## src/rtl/d20_roll_arbiter.sv

```systemverilog
// -----------------------------------------------------------------------------
// d20_roll_arbiter
//
// Shares one d20 die and its two-digit display between two players. A roll
// button rising edge requests the die; the two players are arbitrated
// round-robin. The winner gets a timed "spin" animation on dicenum. The last
// animation step is the final 1..20 result, which is then added to that
// player's saturating score.
//
// Ports
//   clk            in   system clock, all state changes on posedge
//   reset          in   asynchronous, active-high reset
//   roll_req[1:0]  in   debounced roll buttons, bit i = player i
//   clear_scores   in   synchronous clear of both scores (wins over an add)
//   busy           out  a roll is in progress (state != IDLE)
//   grant[1:0]     out  one-hot owner of the die during SPIN/DONE
//   dicenum[4:0]   out  value for the seven-segment decoder, always 1..20
//   result_valid   out  one-cycle pulse while the final value is shown
//   result_player  out  player index of the current/last roll
//   score0/score1  out  running 9-bit scores, saturating at 511
//
// FSM states
//   state   | meaning
//   --------+--------------------------------------------------------------
//   IDLE    | die free; grant on the first cycle any candidate request exists
//   SPIN    | animation running; dicenum reloads from rng every TICK_DIV edges
//   DONE    | final value presented for one cycle; score updated on exit
// -----------------------------------------------------------------------------
module d20_roll_arbiter #(
  parameter int unsigned TICK_DIV   = 2_500_000,
  parameter int unsigned SPIN_TICKS = 12
) (
  input  logic       clk,
  input  logic       reset,
  input  logic [1:0] roll_req,
  input  logic       clear_scores,
  output logic       busy,
  output logic [1:0] grant,
  output logic [4:0] dicenum,
  output logic       result_valid,
  output logic       result_player,
  output logic [8:0] score0,
  output logic [8:0] score1
);

  // Both timers are down-counters: the step edge is the one where the
  // counter reads zero, so they are loaded with (count - 1).
  localparam int unsigned TMR_W = (TICK_DIV > 1) ? $clog2(TICK_DIV) : 1;
  localparam int unsigned STP_W = (SPIN_TICKS > 1) ? $clog2(SPIN_TICKS) : 1;

  localparam logic [TMR_W-1:0] TMR_RELOAD = TMR_W'(TICK_DIV - 1);
  localparam logic [STP_W-1:0] STP_RELOAD = STP_W'(SPIN_TICKS - 1);

  typedef enum logic [1:0] {
    ST_IDLE = 2'd0,
    ST_SPIN = 2'd1,
    ST_DONE = 2'd2
  } state_t;

  state_t           state_q, state_d;
  logic [4:0]       rng_q, rng_d;
  logic [1:0]       req_prev_q;
  logic [1:0]       pend_q, pend_d;
  logic             last_q, last_d;
  logic [1:0]       grant_q, grant_d;
  logic             player_q, player_d;
  logic [4:0]       dice_q, dice_d;
  logic [TMR_W-1:0] tmr_q, tmr_d;
  logic [STP_W-1:0] stp_q, stp_d;
  logic [8:0]       score0_q, score0_d;
  logic [8:0]       score1_q, score1_d;

  logic [1:0] rise;
  logic [1:0] cand;
  logic       win_valid;
  logic       win_idx;
  logic [1:0] win_oh;
  logic       tick;
  logic       last_step;
  logic       add_en;

  function automatic logic [8:0] sat_add(input logic [8:0] a, input logic [4:0] b);
    logic [9:0] sum;
    sum = {1'b0, a} + {5'd0, b};
    return sum[9] ? 9'd511 : sum[8:0];
  endfunction

  // ---------------------------------------------------------------------------
  // Free-running 1..20 counter; its pre-increment value is the sample taken
  // on each animation step, so the final result depends on button timing.
  // ---------------------------------------------------------------------------
  always_comb begin
    rng_d = (rng_q == 5'd20) ? 5'd1 : rng_q + 5'd1;
  end

  // ---------------------------------------------------------------------------
  // Request edge detect and round-robin pick
  // ---------------------------------------------------------------------------
  assign rise      = roll_req & ~req_prev_q;
  assign cand      = pend_q | rise;
  assign win_valid = |cand;
  // On a tie the player that did not win last time goes; otherwise the only
  // candidate wins (cand == 2'b10 -> 1, cand == 2'b01 -> 0).
  assign win_idx   = (cand == 2'b11) ? ~last_q : cand[1];
  assign win_oh    = win_idx ? 2'b10 : 2'b01;

  assign tick      = (tmr_q == '0);
  assign last_step = (stp_q == '0);

  // ---------------------------------------------------------------------------
  // FSM next state / datapath
  // ---------------------------------------------------------------------------
  always_comb begin
    state_d  = state_q;
    grant_d  = grant_q;
    player_d = player_q;
    last_d   = last_q;
    dice_d   = dice_q;
    tmr_d    = tmr_q;
    stp_d    = stp_q;
    add_en   = 1'b0;
    // Edges from the current owner are dropped; grant_q is 00 in IDLE so
    // there every edge is latched.
    pend_d   = pend_q | (rise & ~grant_q);

    case (state_q)
      ST_IDLE: begin
        if (win_valid) begin
          state_d  = ST_SPIN;
          grant_d  = win_oh;
          player_d = win_idx;
          last_d   = win_idx;
          pend_d   = cand & ~win_oh;
          tmr_d    = TMR_RELOAD;
          stp_d    = STP_RELOAD;
        end
      end

      ST_SPIN: begin
        if (tick) begin
          dice_d = rng_q;
          tmr_d  = TMR_RELOAD;
          if (last_step) begin
            state_d = ST_DONE;
          end else begin
            stp_d = stp_q - STP_W'(1);
          end
        end else begin
          tmr_d = tmr_q - TMR_W'(1);
        end
      end

      ST_DONE: begin
        add_en  = 1'b1;
        grant_d = 2'b00;
        state_d = ST_IDLE;
      end

      default: begin
        state_d = ST_IDLE;
        grant_d = 2'b00;
      end
    endcase
  end

  // ---------------------------------------------------------------------------
  // Scores: clear has priority over the DONE-exit add.
  // ---------------------------------------------------------------------------
  always_comb begin
    score0_d = score0_q;
    score1_d = score1_q;
    if (clear_scores) begin
      score0_d = 9'd0;
      score1_d = 9'd0;
    end else if (add_en) begin
      if (player_q) begin
        score1_d = sat_add(score1_q, dice_q);
      end else begin
        score0_d = sat_add(score0_q, dice_q);
      end
    end
  end

  // ---------------------------------------------------------------------------
  // Registers
  // ---------------------------------------------------------------------------
  always_ff @(posedge clk or posedge reset) begin
    if (reset) begin
      state_q    <= ST_IDLE;
      rng_q      <= 5'd1;
      req_prev_q <= 2'b00;
      pend_q     <= 2'b00;
      last_q     <= 1'b1;
      grant_q    <= 2'b00;
      player_q   <= 1'b0;
      dice_q     <= 5'd1;
      tmr_q      <= '0;
      stp_q      <= '0;
      score0_q   <= 9'd0;
      score1_q   <= 9'd0;
    end else begin
      state_q    <= state_d;
      rng_q      <= rng_d;
      req_prev_q <= roll_req;
      pend_q     <= pend_d;
      last_q     <= last_d;
      grant_q    <= grant_d;
      player_q   <= player_d;
      dice_q     <= dice_d;
      tmr_q      <= tmr_d;
      stp_q      <= stp_d;
      score0_q   <= score0_d;
      score1_q   <= score1_d;
    end
  end

  // ---------------------------------------------------------------------------
  // Outputs (all decoded straight from registers)
  // ---------------------------------------------------------------------------
  assign busy          = (state_q != ST_IDLE);
  assign grant         = grant_q;
  assign dicenum       = dice_q;
  assign result_valid  = (state_q == ST_DONE);
  assign result_player = player_q;
  assign score0        = score0_q;
  assign score1        = score1_q;

endmodule
```

## config.mk

```make
export PLATFORM = sky130hd
export DESIGN_NAME = d20_roll_arbiter
export DESIGN_NICKNAME = d
export VERILOG_FILES = /design/src/rtl/d20_roll_arbiter.sv
export SDC_FILE = /design/constraint.sdc
export NUM_CORES = 1
export LEC_CHECK = 0
export CAP_MARGIN = 10
export CORE_UTILIZATION = 30
export DETAILED_ROUTE_END_ITERATION = 12
export MAX_ROUTING_LAYER = met4
export PLACE_DENSITY_LB_ADDON = 0.15
export SLEW_MARGIN = 20
export SYNTH_ARGS = -nofsm -noshare
export SYNTH_HDL_FRONTEND = slang
export SYNTH_SLANG_ARGS = --single-unit
```

## constraint.sdc

```tcl
create_clock -name clk -period 5.1 [get_ports clk]
set_input_delay 1.02 -clock clk [delete_from_list [all_inputs] [get_ports clk]]
set_output_delay 1.02 -clock clk [all_outputs]
set_load 0.03 [all_outputs]
```

==> results.yml <==
status:
  outcome: "finished clean"
synthesis:
  ys.flop_type: "dfrtp_1"
  synth_seq_cells: 64
  syn_avg_cell_area_um2: 9.522
  synth_edf_count: 0
  synth_cell_type_count: 52
  synthArstFlopShare_pct: 100.0
  yosys_warnings: 0
  synthCells: 367
  synth_area_um2: 3495
  syn_nets: 389
  ys_seq_area_share_pct: 45.94
floorplan:
  core-area_um2: 11370
  ios: 33
  die_x_um: 109.9
  die_area_um2: 12080
  fp.dieH_um: 109.9
  rows: 39
  start_util_pct: 30.74
timing:
  min_period_ns: 3.148
  slew_violations: 0
  holdWs_ns: 0.4610
  hold_viol: 0
  maxSlewHeadroom_pct: 43.67
  clock-skew-final_ns: 0.004987
  tightestPinTransition_ns: 0.8437
  max_freq_ghz: 0.3177
  period_share_pct: 61.72
  setup_violations: 0
  fin_setup_tns_ns: 0
  rsz0062_at_grt: "false"
cts:
  hold_buffers: 0
  clk_latency_ns: 0.33
  post_cts_resized: 0
  cts_root_buf: "clkbuf_16"
  post_cts_buffers: 0
  cts_buffers: 9
  cts-htree-levels: 3
  clock_sinks: 64
  clk_pin_slew_worst_paths_ns: 0.05
  clk_path_buf_depth: 2
  tritoncts: "yes"
setup_path:
  timing.rr.start: "tmr_q[4]"
  critPathCaptureType: "flop"
  critical_path_class: "reg2reg"
  cp_common_cell: "or4_1"
  worstPathArrival_ns: 3.39
  path_buf_inv: 0
  path_delay_family: "simple AND/OR/NAND/NOR gates"
  reg2reg_depth: 5
  cp-start-kind: "flop"
  r2r_end: "stp_q[2]"
  crit_fanout: 17
  slowest_stage: "or4b_1"
  worstPathRequired_ns: 5.35
  crit_path_max_incr_delay_ns: 0.80
  r2r_slack_ns: 1.95
  path_cells: "or4_4 > or4_1 > or4b_1 > or4_1 > a21oi_1"
cells_and_area:
  nets: 425
  final_core_util_pct: 37.47
  fill_cells: 1145
  stdcell_count: 550
  drive_gt1_share_pct: 6.634
  multi_input_comb_area_um2: 1774
  mostFrequentLayoutCells: "dfrtp_1, nor2_1, clkdlybuf4s50_1"
  seqCellArea_um2: 1605
  final_common_cell: "dfrtp_1"
  antennaDiodeCount: 0
  area_growth_pct: 21.91
flow_run:
  cap_violations: 0
worst_hold_path:
  worstHoldStart: "rng_q[0]"
  hold_path_class: "reg2reg"
  min_to: "rng_q[0]"
  holdPathStages: 1
drt:
  routed_via_density: 5.018
  detail_route.iter0.violations: 161
  wl_per_cell_um: 14.46
  via_count: 2760
  routed_wl_um: 7952
  final_antenna_net_count: 0
  drc: 0
  drtPass1Iterations: 4
global_routing:
  grt_pass1_wl_um: 13010
  overflow: 0
  grt_use_total_pct: 14.72
  first_global_vias: 2580
  grt_max_degree: 39
  antenna_found_initial: 0
power_and_ir_drop:
  power_density_nw_per_um2: 264.6
  p_leak_uw: 0.001742
  ir_worst_vdd_mv: 0.1657
  power.total_uw: 1127
placement:
  gp_congestion: 0.7660
  port_buffers: 32
  post-dp-hpwl_um: 5602
  placed_cells: 535
worst max path at each step:
stage / depth (start not counted) / start / slack, ns / end
floorplan: 7 / tmr_q[4] / 2.27 / stp_q[2]
global placement: 5 / tmr_q[4] / 2.02 / stp_q[2]
detailed placement: 5 / tmr_q[4] / 1.98 / stp_q[2]
CTS: 5 / tmr_q[4] / 1.96 / stp_q[2]
global route: 5 / tmr_q[4] / 1.80 / stp_q[2]
finish: 5 / tmr_q[4] / 1.95 / stp_q[2]
synth_stat cells, types with 4 or more instances:
library cell / instances / area share (%)
xor2_1: 11 / 2.8
ha_1: 15 / 5.4
dfrtp_1: 61 / 44
a21o_1: 6 / 1.3
nor4_1: 4 / 0.72
nand2_1: 24 / 2.6
nand4_1: 5 / 0.90
clkbuf_1: 8 / 0.86
inv_1: 19 / 2.0
or4_1: 8 / 1.7
nand3_1: 10 / 1.4
nor4b_1: 4 / 1.0
nor2b_1: 6 / 1.1
a21oi_1: 16 / 2.3
nand3b_1: 5 / 1.1
nand2b_1: 5 / 0.90
o21ai_0: 30 / 4.3
xnor2_1: 7 / 1.8
mux2i_1: 7 / 2.0
a211oi_1: 7 / 1.5
nor3_1: 13 / 1.9
or3_1: 4 / 0.72
nor2_1: 42 / 4.5
where the power goes:
part	total [uW]	internal, uW	switching (uW)
sequential	510	509	0.265
clock	599	389	210
combinational	18.1	4.13	13.9
per-stage QoR:
| step | area (um^2) | setup WS (ns) |
|---|---|---|
| floorplan | 3495 | 2.275 |
| global placement | 3976 | 2.019 |
| detailed placement | 3976 | 1.979 |
| CTS | 4260 | 1.962 |
| global route | 4260 | 1.804 |
| finish | 4260 | 1.952 |
final cells by class:
cell class	instances	area share, %
flip-flops and latches	64	37.68
well taps	143	4.200
clock inverters	1	0.7048
clock buffers	14	5.962
multi-input cells	273	41.64
repair buffers	35	8.047
inverters	20	1.762
registers in the layout, indices dropped and copies added, names as in the netlist:
signal	count
tmr_q	22
score0	9
score1	9
dicenum	5
rng_q	5
stp_q	4
grant	2
pend_q	2
req_prev_q	2
state_q	2
last_q	1
result_player	1
worst reg2reg max path, cell delays in order (launching register included):
cell	delay, ns
dfrtp_1	0.41
or4_4	0.54
or4_1	0.62
or4b_1	0.80
or4_1	0.55
a21oi_1	0.15
per-layer routing:
layer,part of all wire (%),track usage [%],vias to the layer above
met4,1.2,6.857,0
met3,2.1,2.667,8
met2,45,20.98,32
met5,0,-,-
met1,52,20.07,1321
li1,-,-,1399
kinds of logic (layout without fill, tap and decap cells):
group | after synthesis | after routing | share of synthesized area [%]
AO/OA/AOI/OAI | 82 | 82 | 14.68
XOR/XNOR | 18 | 18 | 4.511
AND/OR/NAND/NOR | 146 | 146 | 22.09
multiplexers | 10 | 10 | 2.972
buffers and inverters | 30 | 70 | 3.294
adder cells (fa/ha/maj) | 17 | 17 | 6.516
flip-flops | 64 | 64 | 45.94
Power figures use the tool's default switching activity.
